File: src/rtl/seg7_capture.sv
// Segment-side monitor: deglitches active-low 7-segment buses, decodes settled glyphs to nibbles,
// and reports every committed change through a round-robin valid/ready event stream.
module seg7_capture #(
    parameter int unsigned NUM_DIGITS    = 6,
    parameter int unsigned STABLE_CYCLES = 4,
    parameter int unsigned CNT_W         = 3
) (
    input  logic                    clock,
    input  logic                    reset,
    input  logic [7*NUM_DIGITS-1:0] seg_in,
    output logic [4*NUM_DIGITS-1:0] value,
    output logic [NUM_DIGITS-1:0]   digit_ok,
    output logic                    ev_valid,
    input  logic                    ev_ready,
    output logic [2:0]              ev_digit,
    output logic [3:0]              ev_nibble,
    output logic                    ev_err
);

    localparam int unsigned PTR_W = 3;
    localparam logic [CNT_W-1:0] CNT_MAX = CNT_W'(STABLE_CYCLES);
    localparam logic [CNT_W-1:0] CNT_SET = CNT_W'(STABLE_CYCLES - 1);
    localparam logic [PTR_W-1:0] PTR_LAST = PTR_W'(NUM_DIGITS - 1);

    typedef enum logic {
        SCAN = 1'b0,
        HOLD = 1'b1
    } state_t;

    // Returns {legal, nibble}; illegal patterns (blank included) map to {0, 0}.
    function automatic logic [4:0] decode(input logic [6:0] pat);
        case (pat)
            7'h40:   decode = 5'h10;
            7'h79:   decode = 5'h11;
            7'h24:   decode = 5'h12;
            7'h30:   decode = 5'h13;
            7'h19:   decode = 5'h14;
            7'h12:   decode = 5'h15;
            7'h02:   decode = 5'h16;
            7'h78:   decode = 5'h17;
            7'h00:   decode = 5'h18;
            7'h18:   decode = 5'h19;
            7'h08:   decode = 5'h1A;
            7'h03:   decode = 5'h1B;
            7'h46:   decode = 5'h1C;
            7'h21:   decode = 5'h1D;
            7'h06:   decode = 5'h1E;
            7'h0E:   decode = 5'h1F;
            default: decode = 5'h00;
        endcase
    endfunction

    logic [6:0]              seg_q [NUM_DIGITS];
    logic [CNT_W-1:0]        cnt   [NUM_DIGITS];
    logic [5*NUM_DIGITS-1:0] dec_all;
    logic [NUM_DIGITS-1:0]   change;
    logic [NUM_DIGITS-1:0]   pending;
    logic [NUM_DIGITS-1:0]   clr_c;
    logic [PTR_W-1:0]        ptr;
    logic [31:0]             val_pad;
    logic [7:0]              ok_pad;
    logic [7:0]              pend_pad;
    state_t                  state;
    state_t                  state_nx;
    logic                    load_c;
    logic                    ack_c;
    logic                    adv_c;
    logic                    stale_c;

    // A digit settles on the edge its counter reaches STABLE_CYCLES; it commits only on a real change.
    always_comb begin
        dec_all = '0;
        change  = '0;
        for (int i = 0; i < NUM_DIGITS; i++) begin
            dec_all[5*i +: 5] = decode(seg_q[i]);
            change[i] = (seg_in[7*i +: 7] == seg_q[i]) && (cnt[i] == CNT_SET) &&
                        (decode(seg_q[i]) != {digit_ok[i], value[4*i +: 4]});
        end
    end

    always_ff @(posedge clock or posedge reset) begin
        if (reset) begin
            for (int i = 0; i < NUM_DIGITS; i++) begin
                seg_q[i] <= 7'h7F;
                cnt[i]   <= '0;
            end
            value    <= '0;
            digit_ok <= '0;
        end else begin
            for (int i = 0; i < NUM_DIGITS; i++) begin
                seg_q[i] <= seg_in[7*i +: 7];
                if (seg_in[7*i +: 7] != seg_q[i]) begin
                    cnt[i] <= '0;
                end else if (cnt[i] != CNT_MAX) begin
                    cnt[i] <= cnt[i] + CNT_W'(1);
                end
                if (change[i]) begin
                    value[4*i +: 4] <= dec_all[5*i +: 4];
                    digit_ok[i]     <= dec_all[5*i + 4];
                end
            end
        end
    end

    assign val_pad  = 32'(value);
    assign ok_pad   = 8'(digit_ok);
    assign pend_pad = 8'(pending);

    // A commit that lands after the payload was loaded must survive the handshake.
    assign stale_c = ({~ev_err, ev_nibble} != {ok_pad[ptr], val_pad[4*ptr +: 4]});
    assign clr_c   = (ack_c && !stale_c) ? (NUM_DIGITS'(1) << ptr) : '0;

    always_ff @(posedge clock or posedge reset) begin
        if (reset) begin
            pending <= '0;
        end else begin
            pending <= (pending & ~clr_c) | change;
        end
    end

    always_ff @(posedge clock or posedge reset) begin
        if (reset) begin
            state <= SCAN;
        end else begin
            state <= state_nx;
        end
    end

    always_comb begin
        state_nx = state;
        case (state)
            SCAN:    if (pend_pad[ptr]) state_nx = HOLD;
            HOLD:    if (ev_ready) state_nx = SCAN;
            default: state_nx = SCAN;
        endcase
    end

    always_comb begin
        load_c = 1'b0;
        ack_c  = 1'b0;
        adv_c  = 1'b0;
        case (state)
            SCAN: begin
                load_c = pend_pad[ptr];
                adv_c  = !pend_pad[ptr];
            end
            HOLD: begin
                ack_c = ev_ready;
                adv_c = ev_ready;
            end
            default: ;
        endcase
    end

    always_ff @(posedge clock or posedge reset) begin
        if (reset) begin
            ptr       <= '0;
            ev_valid  <= 1'b0;
            ev_digit  <= '0;
            ev_nibble <= '0;
            ev_err    <= 1'b0;
        end else begin
            if (adv_c) begin
                ptr <= (ptr == PTR_LAST) ? '0 : ptr + PTR_W'(1);
            end
            if (load_c) begin
                ev_valid  <= 1'b1;
                ev_digit  <= ptr;
                ev_nibble <= val_pad[4*ptr +: 4];
                ev_err    <= !ok_pad[ptr];
            end else if (ack_c) begin
                ev_valid <= 1'b0;
            end
        end
    end

endmodule

File: config.mk
export PLATFORM = sky130hd
export DESIGN_NAME = seg7_capture
export DESIGN_NICKNAME = d
export VERILOG_FILES = /design/src/rtl/seg7_capture.sv
export SDC_FILE = /design/constraint.sdc
export NUM_CORES = 1
export LEC_CHECK = 0
export ABC_AREA = 1
export ABC_CLOCK_PERIOD_IN_PS = 3800
export CAP_MARGIN = 10
export CORE_UTILIZATION = 58
export CTS_CLUSTER_SIZE = 30
export DETAILED_ROUTE_END_ITERATION = 6
export PLACE_DENSITY = 0.9
export REMOVE_ABC_BUFFERS = 1
export SYNTH_ARGS = -nofsm -noshare
export SYNTH_HDL_FRONTEND = slang
export SYNTH_SLANG_ARGS = --single-unit
File: constraint.sdc
create_clock -name clock -period 3.8 [get_ports clock]
set_input_delay 0.38 -clock clock [delete_from_list [all_inputs] [get_ports clock]]
set_output_delay 0.38 -clock clock [all_outputs]
set_load 0.01 [all_outputs]
==> flow_results.org, run 1 <==
** Layout
- Cell Count, Final, Fillers Out :: 1538
- The number of antenna diodes in the final layout is 0.
- Cells fill 68.4% of the core in the end.
- The post-route netlist has 13.3% of its cells at a drive strength greater than 1.
- With fillers left out, the area of the finished cells amounts to ~9500 um^2.
- Compared with the post-synthesis result, the final layout area differs by 15.2%.
- After the last flow step, the layout net total stands at 1417.

** Placement
- Placement-stage cell area :: 9200 um^2
- Cell count after placement :: 1522
- At the placement stage, the worst setup path has a slack of 1.48 ns.
- Input/output buffers :: 83
- The congestion estimate from routability-driven global placement came to 0.920.
- Detailed placement ended at an HPWL of 14.8 mm.

** Worst setup path
- End of the worst register-to-register path :: digit_ok[3]
- Setup slack on the worst reg-to-reg path comes out at 1.74 ns.
- Together, buffers and inverters on the worst path number 0.
- Reg-to-reg startpoint :: seg_q[19]
- Most frequent CP cell :: nor2_1
- The setup path with the least slack is of type flop to flop.
- Counting cells, the worst reg-to-reg path comes to 6.
- List of cells traversed by the critical path :: xnor2_1, nand2_1, nor2_1, nand4_1, nor2_1, mux2_2
- Critical path arrival :: roughly 2.3 ns
- On the worst path, the slowest cell contributes a delay of ~0.63 ns.
- STA puts the critical path data required time at about 4 ns.
- Critical path destination :: digit_ok[3]
- Along the worst path, the maximum fanout reaches 7.
- The worst setup path is captured at a flop.
- Launch point of the worst path :: seg_q[19]
- On the critical path the largest part of the delay comes from simple AND/OR/NAND/NOR gates.
- Nature of the critical path startpoint :: flop
- Master of the slowest instance on the critical path :: dfstp_2
- The critical path crosses 6 cells after its start point.

** Timing
- Count of final hold-check violations :: 0
- Based on the critical path, the design can be clocked at up to between 0.4 and 0.5 GHz.
- Clock Skews :: around 0.011 ns
- At the pin with the least slew margin, the transition time is between 0.8 and 0.9 ns.
- In the final timing run, aggregate negative setup slack is 0 ns.
- Post-route minimum period :: between 2 and 2.5 ns
- Final critical-path setup slack :: 1.74 ns
- Setup repair after global routing left no endpoint under its margin.
- Max-slew headroom :: roughly 44%
- Of the available clock period, the critical path in the final layout requires a little over half.
- Final-report setup violation count :: 0
- Pins Over Slew Limit :: 0
- Hold timing on the final database bottoms out at a slack of 0.462 ns.

** Drt
- Starting DRT DRC Count :: 509
- In the routed layout, each cell is associated on average with a via count of 5.21.
- Total detailed-routing wirelength :: 18.7 mm
- The routed layout has 8008 vias.
- Dividing the detail-routed wire length by the instance count gives 12.1 um.
- Post-route DRC violation count :: 0
- The detail route stage leaves a number of antenna-violating nets equal to 0.
- The first detailed-routing pass ran for 6 iterations.

** Floorplanning
- 84 I/O pins were placed.
- Once the floorplan was initialized, standard cells occupied 59.3% of the core.
- Core area :: 13900 um^2
- Vertical extent of the die :: roughly 120 um
- Placement Rows :: 43
- Die outline area :: 14700 um^2
- Die Width :: 121 um

** Power
- PwrDens :: 285 nW/um^2
- Total power for the finished layout comes to approximately 2.7 mW.
- The clock network is responsible for 34.9% of the overall power.
- VDD sags by at most around 0.29 mV.
- NetSw :: 0.847 mW
- Sequential cells burn about 48% of the power.
- In this run switching power makes up 31.3% of total power.
- Internal power :: between 1.5 and 2 mW
- Comb power frac :: 17.4%
- Static leakage power :: approximately 4.8 nW

** Synthesis
- Netlist area before placement :: 8240 um^2
- Of the post-synthesis cell area, the dominant cell type holds 20.4%.
- Yosys mapped the design onto 30 distinct sky130hd cell types.
- After synthesis the netlist holds a flip-flop and latch count of 109.
- By area the synthesized netlist is led by dfrtp_1, nand2_1, dfstp_2, nor2_1, nand3_1.
- Yosys printed 0 warnings.
- Synthesized area divided by synthesized cell count :: 6.46 um^2
- Sequential cells were found to cover around 34% of the synthesized design area.
- In the synthesized netlist, the number of instances is 1275.
- Cell type with the largest total area after synthesis :: dfrtp_1

** Status
- The run finished with clean final reports.

** Clock network
- The clock net in this run drives a total of 109 sinks.
- TritonCTS created 9 clock buffers.
- Deepest level of the CTS H-tree :: 3
- After clock tree synthesis, the repair step resized 0 gates.
- # hold bufs at CTS :: 0
- TritonCTS built the clock tree.
- Register clock-pin slew on the reported worst setup and hold paths :: 0.08 ns
- Post-CTS Setup Bufs :: 0
- At the later pin of the worst-skew pair, clock insertion delay measures approximately 0.37 ns.
- CTS Buffer Depth :: 2
- The tree is rooted in a clkbuf_16.

** Hold path
- Path type of the worst min-delay path :: primary input to flop
- Cell count of the worst hold path :: 1

** GRT
- Global routing consumed, over all layers together, 26.6% of the routing resources.
- The initial antenna violation count came to 0.
- Entering global routing, the biggest net connects 68 pins.
- Vias in the first global route :: 7359
- After global routing the overflow that remains totals 0.
- Wire length of the first global-routing pass :: 31.6 mm

** Job
- The tool flagged a number of max-cap violations equal to 0.
==> per-layer routing <==
metal	GRT usage [%]	wire length, um
met1	34.1	8470
met2	45.8	9040
met3	4.89	921
met4	7.72	248
met5	0	0
==> sequential cells by signal (all words and copies together), names as in the netlist <==
register / flops
ev_valid: 1
value: 24
pending: 6
ev_err: 1
digit_ok: 6
ev_nibble: 4
cnt: 18
state: 1
ev_digit: 3
ptr: 3
seg_q: 42
==> cells in the final DEF, fill, tap and decap left out, types with 2 or more instances in the layout <==
| cell | instances |
|---|---|
| a21oi_1 | 26 |
| clkbuf_16 | 9 |
| ha_1 | 19 |
| a22oi_1 | 4 |
| o21ai_0 | 17 |
| nor2_2 | 29 |
| nor2_1 | 238 |
| inv_6 | 3 |
| nand3_2 | 10 |
| nor3_1 | 2 |
| inv_1 | 116 |
| nand2_2 | 34 |
| xnor2_1 | 42 |
| nand3_1 | 98 |
| clkdlybuf4s50_1 | 83 |
| nand2_4 | 2 |
| o31ai_1 | 2 |
| mux2_2 | 5 |
| inv_2 | 30 |
| nand2_1 | 434 |
| xor2_1 | 7 |
| nor2_4 | 9 |
| dfrtp_1 | 67 |
| dfstp_2 | 42 |
| nand4_1 | 19 |
==> power by group through the flow <==
stage	clock network, mW	logic (mW)	registers (mW)
2_1_floorplan	0	0.328	1.30
3_3_place_gp	0	0.449	1.31
3_5_place_dp	0	0.467	1.31
4_1_cts	0.965	0.470	1.29
5_1_grt	1.01	0.531	1.30
6_report	0.943	0.470	1.29
==> cells in the mapped netlist <==
master and number:
nand3b_1 1, buf_2 9, nand3_4 1, nand2_1 434, inv_1 117, and2_1 1
dfstp_2 42, a22oi_1 4, xnor2_1 42, nor2_4 9, xor2_1 7, nand4_1 19
mux2_2 5, or2_2 1, nand3_1 98, o31ai_1 2, nand2_2 34, nor2_1 238
o21ai_0 17, ha_1 19, nor3_1 2, dfrtp_1 67, buf_4 5, buf_6 3
nand2_4 2, nor2_2 29, a31oi_1 1, inv_2 30, a21oi_1 26, nand3_2 10
==> layout make-up <==
type / count / area, um^2
Clock buffer: 10 / 229
Clock inverter: 6 / 62.6
Fill cell: 1168 / 4390
Inverter: 147 / 554
Multi-Input combinational cell: 1002 / 4790
Sequential cell: 109 / 2780
Tap cell: 180 / 225
Timing Repair Buffer: 84 / 851
==> cells by family after synthesis <==
logic type                 Yosys count  synth area share (%)
buffers and inverters              164                  8.11
muxes                                5                 0.684
adders and majority gates           19                  2.89
DFF                                109                  33.8
AOI/OAI and AO/OA                   50                  3.24
xor gates and xnor gates            49                  5.21
and+or+nand+nor                    879                  46.1
==> worst min-delay path by stage <==
stage	start	end
global placement	pending[4]	pending[4]
global route	seg_in[2]	seg_q[37]
finish	seg_in[2]	seg_q[37]
CTS	seg_in[2]	seg_q[37]
floorplan	seg_in[35]	seg_q[0]
detailed placement	pending[1]	pending[1]
(Power assumes the default switching activity.)
==> run 2: changes to the inputs <==
--- a/config.mk
+++ b/config.mk
@@ -6,12 +6,12 @@
 export NUM_CORES = 1
 export LEC_CHECK = 0
 export ABC_AREA = 1
-export ABC_CLOCK_PERIOD_IN_PS = 3800
+export ABC_CLOCK_PERIOD_IN_PS = 1700
 export CAP_MARGIN = 10
-export CORE_UTILIZATION = 58
+export CORE_UTILIZATION = 53
 export CTS_CLUSTER_SIZE = 30
 export DETAILED_ROUTE_END_ITERATION = 6
-export PLACE_DENSITY = 0.9
+export PLACE_DENSITY = 0.87
 export REMOVE_ABC_BUFFERS = 1
 export SYNTH_ARGS = -nofsm -noshare
 export SYNTH_HDL_FRONTEND = slang
==> constraint.sdc (replaced) <==
create_clock -name clock -period 1.7 [get_ports clock]
set_input_delay 0.17 -clock clock [delete_from_list [all_inputs] [get_ports clock]]
set_output_delay 0.17 -clock clock [all_outputs]
set_load 0.01 [all_outputs]
==> flow_results.org, run 2 (synthesized netlist as in run 1, its figures left out) <==
** Worst setup path
- The setup slack of the worst register-to-register path is -0.44 ns (-2.18 ns).
- Critical path arrival :: 2.40 ns (+0.10 ns)
- Setup Crit Path Kind :: flop to flop
- Worst Path Required :: 1.96 ns (-2.08 ns)
- The highest fanout seen on the critical path was 5 (-2).
- The worst setup path is captured at a flop.
- STA classifies the critical path startpoint as a flop.

** Power
- The worst IR drop on VDD came to 0.606 mV (+110%).
- The total power divided by cell area is 568 nW/um^2 (+99%).
- Static leakage power :: 6.02 nW (+25%)
- PnR Total Power :: 6.92 mW (+160%)

** Layout
- The number of flip-flops under the largest register name came to 42 (unchanged).
- The post-route core utilization is 80.2% (+12 points).
- Largest registers :: seg_q (42), value (24), cnt (18)
- Most common cell after layout, fill and taps aside :: nand2_1
- The non-filler instance count after layout is 1718 (+12%).
- Top library cells by usage in the layout, fill and taps aside :: nand2_1, nor2_1, buf_4, nand2_2, inv_1
- Diode count :: 0 (unchanged)
- Counting flops per register, the top entry is seg_q.
- Design Area, Final :: 12200 um^2 (+28%)
- Number of nets in the final layout :: 1589 (+12%)
- The fraction of layout instances using a drive strength above 1 was 41.7% (+28 points).
- Final-layout fill cell count :: 939 (-20%)
- Compared with the post-synthesis result, the final layout area differs by 48.0%.

** Floorplanning
- The placeable core area was 15200 um^2 (+9.5%).
- The initial core utilization came to 54.2% (-5.2 points).
- Vertical extent of the die :: 127 um (+4.5%)
- Die Width :: 127 um (+4.5%)
- The number of placement rows is 45 (+4.7%).
- Die outline area :: 16000 um^2 (+9.3%)
- The number of top-level design ports was 84 (unchanged).

** Drt
- Signal routing reaches up to met4.
- The number of design rule violations left after detail routing was 0 (unchanged).
- Routed WL per cell :: 15.6 um (+28%)
- The length of routed met2 wiring came to 13.7 mm (+52%).
- Vias per Instance :: 5.54 (+6.4%)
- Starting DRT DRC Count :: 832 (+63%)
- Number of detailed-routing iterations run before antenna repair :: 6 (unchanged)
- Routed length on met1 :: 10.1 mm (+20%)
- The post-detailed-routing wire length is 26.8 mm (+43%).
- Routed wl met3 :: 1.62 mm (+76%)
- DR vias :: 9521 (+19%)
- Post-DRT Antenna Nets :: 0 (unchanged)

** Clock network
- The clock latency on the worst-skew pair is 0.37 ns (about the same).
- Deepest level of the CTS H-tree :: 3 (unchanged)
- CTS Buffer Depth :: 2 (unchanged)
- TritonCTS built the clock tree.
- Clock tree sinks :: 109 (unchanged)
- The count of hold-fix buffers inserted at cts came to 0 (unchanged).
- Root cell of the clock tree :: clkbuf_16
- Register clock-pin slew on the reported worst setup and hold paths :: 0.08 ns (about the same)
- Total clock buffers created by CTS :: 9 (unchanged)

** Job
- The max-capacitance violation count was 0 (unchanged).

** GRT
- Wire length of the first global-routing pass :: 37.1 mm (+17%)
- Pin count of the biggest net entering global routing :: 29 (-57%)
- The via count of the first global-routing pass came to 8453 (+15%).
- GRT Util Overall :: 28.4% (+1.8 points)
- Total congestion overflow after global routing :: 0 (unchanged)
- The initial antenna violation count was 0 (unchanged).

** Timing
- Slew of the pin with the lowest slew margin :: 0.329 ns (-0.506 ns)
- The worst clock skew was 0.0145 ns (+0.00400 ns).
- The hold violation total from the final report is 0 (unchanged).
- Maximum clock frequency :: 0.467 GHz (-3.9%)
- The number of max-slew violations in the final report is 0 (unchanged).
- Unrepaired setup endpoints after global routing :: yes
- The final period utilization was 126% (+72 points).
- The post-route minimum period is 2.14 ns (+0.0834 ns).
- The number of failing setup endpoints in the final timing report was 40 (+40).
- The final critical-path setup slack is -0.442 ns (-2.18 ns).
- Max-slew headroom :: 78.1% (+34 points)

** Hold path
- Path type of the worst min-delay path :: primary input to asynchronous set/reset pin

** Placement
- The setup slack after placement came to -0.176 ns (-1.65 ns).
- The number of cells after detailed placement came to 1650 (+8.4%).
- DP Wirelength :: 16.0 mm (+8.2%)
- Input/output buffers :: 83 (unchanged)
- The post-detailed-placement cell area was 10200 um^2 (+10%).
- The routability-driven placement congestion ratio was 0.954 (+3.7%).

** Status
- Result of the run :: finished with violations
- The checks that failed: negative setup slack.
## run 2: path summary, 6_finish.rpt
kind,startpoint,endpoint,cells after the start
worst max-delay path,seg_q[38],value[0],13
worst min-delay path,reset,cnt[8],2
worst max register to register,seg_q[38],value[0],13
worst min register to register,pending[0],pending[0],2
max in group asynchronous,reset,seg_q[33],3
min in group clock,seg_in[17],seg_q[24],1
## run 2: timing repair
action / CTS / global route
buffers inserted: 31 / 30
gates resized for setup: 131 / 288
setup endpoints to repair: 33 / 53
hold endpoints to repair: 0 / 0
pin swaps: 68 / 143
## run 2: per-layer routing
metal,vias up,GRT usage [%]
met2,434,50.9
met1,4488,34.2
met3,151,4.93
li1,4448,-
met5,-,0
met4,0,10.4
## run 2: where the power goes
part / switching, mW / leakage, nW / total, mW / internal (mW)
logic: 1.04 / 4.54 / 1.91 / 0.864
clock network: 1.06 / 0.135 / 2.11 / 1.04
registers: 0.187 / 1.34 / 2.91 / 2.72
total: 2.29 / 6.02 / 6.92 / 4.63
## run 2: worst max-delay path, stage by stage (launching register included)
cell	delay, ns
dfstp_2	0.66
inv_4	0.08
nor2_4	0.13
nand2_1	0.10
o21ai_0	0.09
nand2_1	0.10
nand2_1	0.10
nor2_2	0.06
nand2_1	0.09
nand2_1	0.07
nor2_1	0.16
nand3_2	0.15
nand3_1	0.14
nand2_1	0.08
## run 2: metrics by stage
step | hold slack (ns) | TNS [ns]
after floorplan | 0.174 | -108.13
after global placement | 0.458 | -3.33
after detailed placement | 0.463 | -4.62
after CTS | 0.128 | -3.28
after global routing | 0.163 | -11.05
final | 0.123 | -7.24
## run 2: final cells by class
class                           count  area (um^2)  share of cell area (%)
Clock buffer                       10          239                    1.96
Clock inverter                      6         46.3                   0.380
Inverter                          147          579                    4.75
Multi-Input combinational cell   1002         5980                    49.1
Sequential cell                   109         2780                    22.8
Tap cell                          188          235                    1.93
Timing Repair Buffer              256         2320                    19.1
